==> src/rtl/resample_interp.sv <==
// resample_interp
// ---------------
// Symbol-rate I/Q resampler for the symbol-sync path. Every accepted timing
// strobe (in_valid && mk) produces one I/Q symbol: either the sample present
// at the strobe (mode 0, legacy sample-hold) or a linear interpolation
// between the previous and the current sample at fractional position mu
// (mode 1). Results pass through a four-stage pipeline and are buffered in a
// show-ahead FIFO that feeds the phase-recovery stage over valid/ready.
//
// Ports
//   clk, rst      rising-edge clock, asynchronous active-high reset
//   flush         synchronous clear of history, pipeline, FIFO, overflow, sym_cnt
//   in_valid      input sample qualifier
//   in_i, in_q    signed I/Q samples (DW bits)
//   mk            symbol strobe, honoured only together with in_valid
//   mu            unsigned fractional interval, captured with the strobe
//   mode          0 = hold, 1 = linear interpolation, captured with the strobe
//   out_ready     downstream accept
//   out_valid     FIFO holds at least one symbol
//   out_i, out_q  FIFO head symbol (zero while the FIFO is empty)
//   fifo_level    number of symbols held
//   overflow      sticky flag: a symbol was dropped because the FIFO was full
//   sym_cnt       symbols written into the FIFO, wraps silently

module resample_interp #(
    parameter int SYM_WIDTH = 1,
    parameter int INT_WIDTH = 1,
    parameter int DEC_WIDTH = 14,
    parameter int MU_WIDTH  = 8,
    parameter int DEPTH     = 8,
    parameter int CNT_WIDTH = 16,
    localparam int DW = SYM_WIDTH + INT_WIDTH + DEC_WIDTH,
    localparam int LW = $clog2(DEPTH) + 1
) (
    input  logic                 clk,
    input  logic                 rst,
    input  logic                 flush,
    input  logic                 in_valid,
    input  logic [DW-1:0]        in_i,
    input  logic [DW-1:0]        in_q,
    input  logic                 mk,
    input  logic [MU_WIDTH-1:0]  mu,
    input  logic                 mode,
    input  logic                 out_ready,
    output logic                 out_valid,
    output logic [DW-1:0]        out_i,
    output logic [DW-1:0]        out_q,
    output logic [LW-1:0]        fifo_level,
    output logic                 overflow,
    output logic [CNT_WIDTH-1:0] sym_cnt
);

    localparam int AW = $clog2(DEPTH);
    // Product width: (DW+1)-bit difference times (MU_WIDTH+1)-bit unsigned mu.
    localparam int PW = DW + MU_WIDTH + 2;
    localparam logic signed [PW-1:0] HALF = PW'(2 ** (MU_WIDTH - 1));

    logic                  strobe;

    // Only the newest sample is kept: the interpolation pair is always
    // (sample before the strobe, sample at the strobe), so x_cur is the
    // complete history the datapath needs.
    logic signed [DW-1:0]  x_cur_i, x_cur_q;

    logic                  s1_valid;
    logic signed [DW-1:0]  s1_a_i, s1_a_q, s1_b_i, s1_b_q;
    logic [MU_WIDTH-1:0]   s1_mu;
    logic                  s1_mode;

    logic                  s2_valid;
    logic signed [DW:0]    s2_d_i, s2_d_q;
    logic signed [DW-1:0]  s2_a_i, s2_a_q, s2_b_i, s2_b_q;
    logic [MU_WIDTH-1:0]   s2_mu;
    logic                  s2_mode;

    logic                  s3_valid;
    logic signed [PW-1:0]  s3_p_i, s3_p_q;
    logic signed [DW-1:0]  s3_a_i, s3_a_q, s3_b_i, s3_b_q;
    logic                  s3_mode;

    logic signed [PW-1:0]  mu_ext, d_ext_i, d_ext_q;
    logic signed [PW-1:0]  rnd_i, rnd_q;
    logic signed [DW-1:0]  y_i, y_q;

    logic signed [DW-1:0]  mem_i [DEPTH];
    logic signed [DW-1:0]  mem_q [DEPTH];
    logic [AW-1:0]         wr_ptr, rd_ptr;
    logic                  full, pop, wr_ok;

    assign strobe = in_valid && mk;

    // History and stage 1: capture the interpolation pair and the strobe
    // controls. The pair uses x_cur before this edge's update.
    always_ff @(posedge clk or posedge rst) begin
        if (rst) begin
            x_cur_i  <= '0;
            x_cur_q  <= '0;
            s1_valid <= 1'b0;
            s1_a_i   <= '0;
            s1_a_q   <= '0;
            s1_b_i   <= '0;
            s1_b_q   <= '0;
            s1_mu    <= '0;
            s1_mode  <= 1'b0;
        end else if (flush) begin
            x_cur_i  <= '0;
            x_cur_q  <= '0;
            s1_valid <= 1'b0;
        end else begin
            s1_valid <= strobe;
            if (in_valid) begin
                x_cur_i <= in_i;
                x_cur_q <= in_q;
            end
            if (strobe) begin
                s1_a_i  <= x_cur_i;
                s1_a_q  <= x_cur_q;
                s1_b_i  <= in_i;
                s1_b_q  <= in_q;
                s1_mu   <= mu;
                s1_mode <= mode;
            end
        end
    end

    // Stage 2: difference one bit wider than the samples so full-scale
    // swings cannot wrap.
    always_ff @(posedge clk or posedge rst) begin
        if (rst) begin
            s2_valid <= 1'b0;
            s2_d_i   <= '0;
            s2_d_q   <= '0;
            s2_a_i   <= '0;
            s2_a_q   <= '0;
            s2_b_i   <= '0;
            s2_b_q   <= '0;
            s2_mu    <= '0;
            s2_mode  <= 1'b0;
        end else if (flush) begin
            s2_valid <= 1'b0;
        end else begin
            s2_valid <= s1_valid;
            s2_d_i   <= (DW+1)'(s1_b_i) - (DW+1)'(s1_a_i);
            s2_d_q   <= (DW+1)'(s1_b_q) - (DW+1)'(s1_a_q);
            s2_a_i   <= s1_a_i;
            s2_a_q   <= s1_a_q;
            s2_b_i   <= s1_b_i;
            s2_b_q   <= s1_b_q;
            s2_mu    <= s2_mu == s1_mu ? s2_mu : s1_mu;
            s2_mode  <= s1_mode;
        end
    end

    // mu is unsigned, so it is zero-extended before the signed multiply.
    always_comb begin
        mu_ext  = PW'(s2_mu);
        d_ext_i = PW'(s2_d_i);
        d_ext_q = PW'(s2_d_q);
    end

    // Stage 3: full-precision product d * mu.
    always_ff @(posedge clk or posedge rst) begin
        if (rst) begin
            s3_valid <= 1'b0;
            s3_p_i   <= '0;
            s3_p_q   <= '0;
            s3_a_i   <= '0;
            s3_a_q   <= '0;
            s3_b_i   <= '0;
            s3_b_q   <= '0;
            s3_mode  <= 1'b0;
        end else if (flush) begin
            s3_valid <= 1'b0;
        end else begin
            s3_valid <= s2_valid;
            s3_p_i   <= d_ext_i * mu_ext;
            s3_p_q   <= d_ext_q * mu_ext;
            s3_a_i   <= s2_a_i;
            s3_a_q   <= s2_a_q;
            s3_b_i   <= s2_b_i;
            s3_b_q   <= s2_b_q;
            s3_mode  <= s2_mode;
        end
    end

    // Stage 4 result: round half up by adding half an LSB before the
    // arithmetic shift. The interpolant lies between a and b, so the
    // truncation to DW bits never loses information.
    always_comb begin
        rnd_i = (s3_p_i + HALF) >>> MU_WIDTH;
        rnd_q = (s3_p_q + HALF) >>> MU_WIDTH;
        y_i   = s3_mode ? DW'(rnd_i + PW'(s3_a_i)) : s3_b_i;
        y_q   = s3_mode ? DW'(rnd_q + PW'(s3_a_q)) : s3_b_q;
    end

    // A write into a full FIFO still succeeds when the head is popped on the
    // same edge; the slot being overwritten is the one leaving.
    assign full      = fifo_level == LW'(DEPTH);
    assign out_valid = fifo_level != '0;
    assign pop       = out_valid && out_ready;
    assign wr_ok     = s3_valid && (!full || pop);
    assign out_i     = out_valid ? mem_i[rd_ptr] : '0;
    assign out_q     = out_valid ? mem_q[rd_ptr] : '0;

    // Storage needs no reset: the read side is masked while empty.
    always_ff @(posedge clk) begin
        if (wr_ok) begin
            mem_i[wr_ptr] <= y_i;
            mem_q[wr_ptr] <= y_q;
        end
    end

    // FIFO pointers, occupancy, sticky overflow and the written-symbol count.
    always_ff @(posedge clk or posedge rst) begin
        if (rst) begin
            wr_ptr     <= '0;
            rd_ptr     <= '0;
            fifo_level <= '0;
            overflow   <= 1'b0;
            sym_cnt    <= '0;
        end else if (flush) begin
            wr_ptr     <= '0;
            rd_ptr     <= '0;
            fifo_level <= '0;
            overflow   <= 1'b0;
            sym_cnt    <= '0;
        end else begin
            if (wr_ok) begin
                wr_ptr  <= wr_ptr + AW'(1);
                sym_cnt <= sym_cnt + CNT_WIDTH'(1);
            end
            if (pop) begin
                rd_ptr <= rd_ptr + AW'(1);
            end
            case ({wr_ok, pop})
                2'b10:   fifo_level <= fifo_level + LW'(1);
                2'b01:   fifo_level <= fifo_level - LW'(1);
                default: fifo_level <= fifo_level;
            endcase
            if (s3_valid && !wr_ok) begin
                overflow <= 1'b1;
            end
        end
    end

endmodule

==> config.mk <==
export PLATFORM = sky130hd
export DESIGN_NAME = resample_interp
export DESIGN_NICKNAME = d
export VERILOG_FILES = /design/src/rtl/resample_interp.sv
export SDC_FILE = /design/constraint.sdc
export NUM_CORES = 2
export LEC_CHECK = 0
export ABC_AREA = 1
export CAP_MARGIN = 40
export CORE_MARGIN = 10
export CORE_UTILIZATION = 55
export CTS_CLUSTER_DIAMETER = 40
export DETAILED_ROUTE_END_ITERATION = 8
export GPL_TIMING_DRIVEN = 0
export PLACE_DENSITY = 0.8
export SLEW_MARGIN = 0
export SYNTH_ARGS = -nofsm -noshare
export SYNTH_HDL_FRONTEND = slang
export SYNTH_SLANG_ARGS = --single-unit
==> constraint.sdc <==
create_clock -name clk -period 17 [get_ports clk]
set_clock_uncertainty 0.1 [all_clocks]
set_input_delay 1.7 -clock clk [delete_from_list [all_inputs] [get_ports clk]]
set_output_delay 1.7 -clock clk [all_outputs]
set_load 0.1 [all_outputs]
==> results.tsv <==
metric	value	unit
worst-margin pin slew	1.023	ns
reg2reg setup slack	11.15	ns
NetSw	3.922	mW
CTS buffer count	72	
I/O pins	101	
Yosys cell types	50	
Post-route DRC	0	
Final min period	5.854	ns
Post-synth EDFFs	256	
hold path endpoint	s3_valid	
Sequential Power Share	22.5	%
cell taking the most area after synthesis	dfrtp_1	
Yosys warning count	0	
Vias	30730	
drt pass-1 iters	7	
Hold WS	0.3574	ns
status	complete, no violations	
first-pass GRT wire length	169.6	mm
Gate power share	57.8	%
clock tree buffer depth	3	
die height	279.0	um
RSZ-0062 raised after global routing	false	
WL/cell	20.14	um
clk sinks	597	
Mapped Area	0.03689	mm2
global placement routability congestion	0.9505	
DRT Wirelength	109.5	mm
CTS tree	built	
Port Buffers	100	
Chip Width	279.0	um
sequential-to-total area share from yosys stat	43.97	%
number of global-route vias before repair	30280	
# resized after CTS	0	
std cell rows	94	
fmax	170.8	MHz
CP Max Fanout	10	
fillers	5222	
Initial Util	55.81	%
Die ar.	0.07782	mm2
kind of critical path	flip-flop to flip-flop	
switching share of power	47.47	%
Synth Flop Type	dfrtp_1	
Final setup viols	0	
H-tree depth	3	
Power Density	191.5	mW/mm2
Nets	4924	
Leakage	20.72	nW
R2R depth	20	
Yosys top cell area share	23.13	%
Post-CTS Hold Buffers	0	
Setup TNS Final	0	ns
most frequent cell after synthesis	nand2_1	
Final Max Slew Viols	0	
drt via density	5.652	
crit end category	flip-flop	
Post-CTS Repair Setup Buffers	0	
total overflow reported by the global router	0	
hold path startpoint	s2_valid	
synthesized flop and latch total	597	
element type at the critical path start	flip-flop	
GRT Overall Usage	27.97	%
DRT antenna net count	0	
final worst path period share	34.44	%
Internal	4.340	mW
CTS clk-pin slew, worst paths	0.07	ns
DP HPWL	82.51	mm
syn nets	4668	
WP data required	17.39	ns
Hold Crit Class	flip-flop to flip-flop	
Placeable Area	0.06610	mm2
Area contributors post-synth	dfrtp_1 23%, edfxtp_1 21%, fa_1 11%	
initial antenna violation count	1	
largest net degree at the start of global routing	125	
clock share of power	19.7	%
RR Endpoint	s3_p_i[23]	
multi-input logic area	0.01741	mm2
root buf cell	clkbuf_16	
Gate Count Post-Synth	4257	
max_cap viols	0	
P&R area growth vs syn	16.96	%
Rel. slew slack	31.45	%
Crit path arrival time	6.25	ns
R2R Path Start	s2_mu[2]	
Hold Vio Cnt, Final	0	
Hold Path Cell Cnt	2	
DRT iter0 DRCs	3002	
FF/Latch Area	0.01622	mm2
Syn Area/Cell	8.665	um2
commonest cells in the synthesized netlist	1085 x nand2_1, 651 x inv_1, 366 x o21ai_0, 341 x dfrtp_1, 319 x nor2_1	
Worst VDD drop	0.1239	mV
share of cells above drive strength 1	7.588	%
diode count	0	
Skew-Pair Late Insertion Delay	0.63	ns
asr flop ratio synth	57.12	%
[power groups by stage]
stage / Sequential, mW / Combinational [mW] / Clock [mW]
after detailed placement: 1.88 / 4.70 / 0
final: 1.86 / 4.77 / 1.63
after floorplan: 1.85 / 3.35 / 0
after CTS: 1.85 / 4.73 / 1.63
after global placement: 1.88 / 4.58 / 0
after global routing: 1.87 / 5.38 / 1.69
[cells in the final DEF (no fill, tap or decap), drive strengths merged, types with 5 or more instances in the layout]
cell type,Yosys,routed
nand2,1107,1107
inv,657,670
o21ai,406,406
dfrtp,341,341
nor2,330,330
edfxtp,256,256
fa,209,209
buf,100,182
clkbuf,97,181
nand3,166,166
ha,155,155
a21oi,118,118
clkdlybuf4s50,0,100
o22ai,53,53
xor2,42,42
a31oi,37,37
nor3,36,36
nand4,28,28
xnor2,27,27
clkinv,1,22
or2,19,19
o21bai,16,16
nand3b,15,15
o31ai,10,10
bufinv,0,9
o21a,8,8
nor4,7,7
clkinvlp,0,7
a21o,7,7
a21boi,5,5
[logic make-up after synthesis]
| kind of cell | synth area share (%) |
|---|---|
| AOI/OAI and AO/OA | 9.732 |
| xor gates and xnor gates | 1.638 |
| adders and majority gates | 16.60 |
| buffers and inverters | 8.992 |
| DFF | 43.97 |
| and+or+nand+nor | 19.06 |
[through the flow]
stage | util (%) | cell area, um2 | instances | power (mW) | setup WS (ns)
4_1_cts | 65.24 | 43120 | 5433 | 8.214 | 11.23
3_3_place_gp | 58.96 | 38970 | 5221 | 6.458 | 1.792
5_1_grt | 65.27 | 43140 | 5437 | 8.951 | 10.85
6_report | 65.27 | 43140 | 5437 | 8.262 | 11.15
3_5_place_dp | 61.37 | 40570 | 5299 | 6.577 | 11.26
2_1_floorplan | - | 36890 | 4257 | 5.197 | 5.748
[worst max-delay path by stage]
stage	startpoint	to	slack (ns)
2_1_floorplan	rst	fifo_level[0]	5.75
3_3_place_gp	rst	sym_cnt[8]	1.79
3_5_place_dp	s2_mu[2]	s3_p_i[23]	11.26
4_1_cts	s2_mu[2]	s3_p_i[23]	11.23
5_1_grt	s2_mu[2]	s3_p_i[23]	10.85
6_report	s2_mu[2]	s3_p_i[23]	11.15
[per-layer routing]
| layer | track usage [%] | vias up | share of wire [%] |
|---|---|---|---|
| met5 | 0 | - | 0 |
| met4 | 12.17 | 0 | 4.4 |
| met3 | 5.088 | 265 | 9.4 |
| met2 | 45.35 | 1516 | 46 |
| met1 | 36.51 | 14870 | 40 |
| li1 | - | 14080 | - |
[sequential cells by signal, summed over array words and instances (netlist names), 17 cells and up]
register  count
s3_p_i       17
mem_i       128
mem_q       128
s2_d_i       17
s2_d_q       17
s3_p_q       17
[critical path, stage by stage (launching register included)]
cell,delay [ns]
dfrtp_1,0.32
buf_2,0.35
buf_1,0.72
nand2_1,0.17
fa_1,0.75
inv_1,0.10
fa_1,0.47
fa_1,0.54
inv_1,0.05
fa_1,0.51
inv_1,0.06
ha_1,0.41
inv_1,0.10
nor3_1,0.29
nand2_1,0.12
nor2_1,0.11
nand2_1,0.06
nand3_1,0.18
nand3_1,0.10
nand3_1,0.16
nand2_1,0.07
[layout make-up]
type,count,share of cell area [%]
multi-input combinational,2805,40.35
sequential,597,37.60
timing repair buffer,182,5.916
inverter,658,5.742
clock buffer,84,4.498
tap,864,2.506
buffer,197,1.963
clock inverter,50,1.427
No activity file was read; power rests on OpenSTA's default activity.
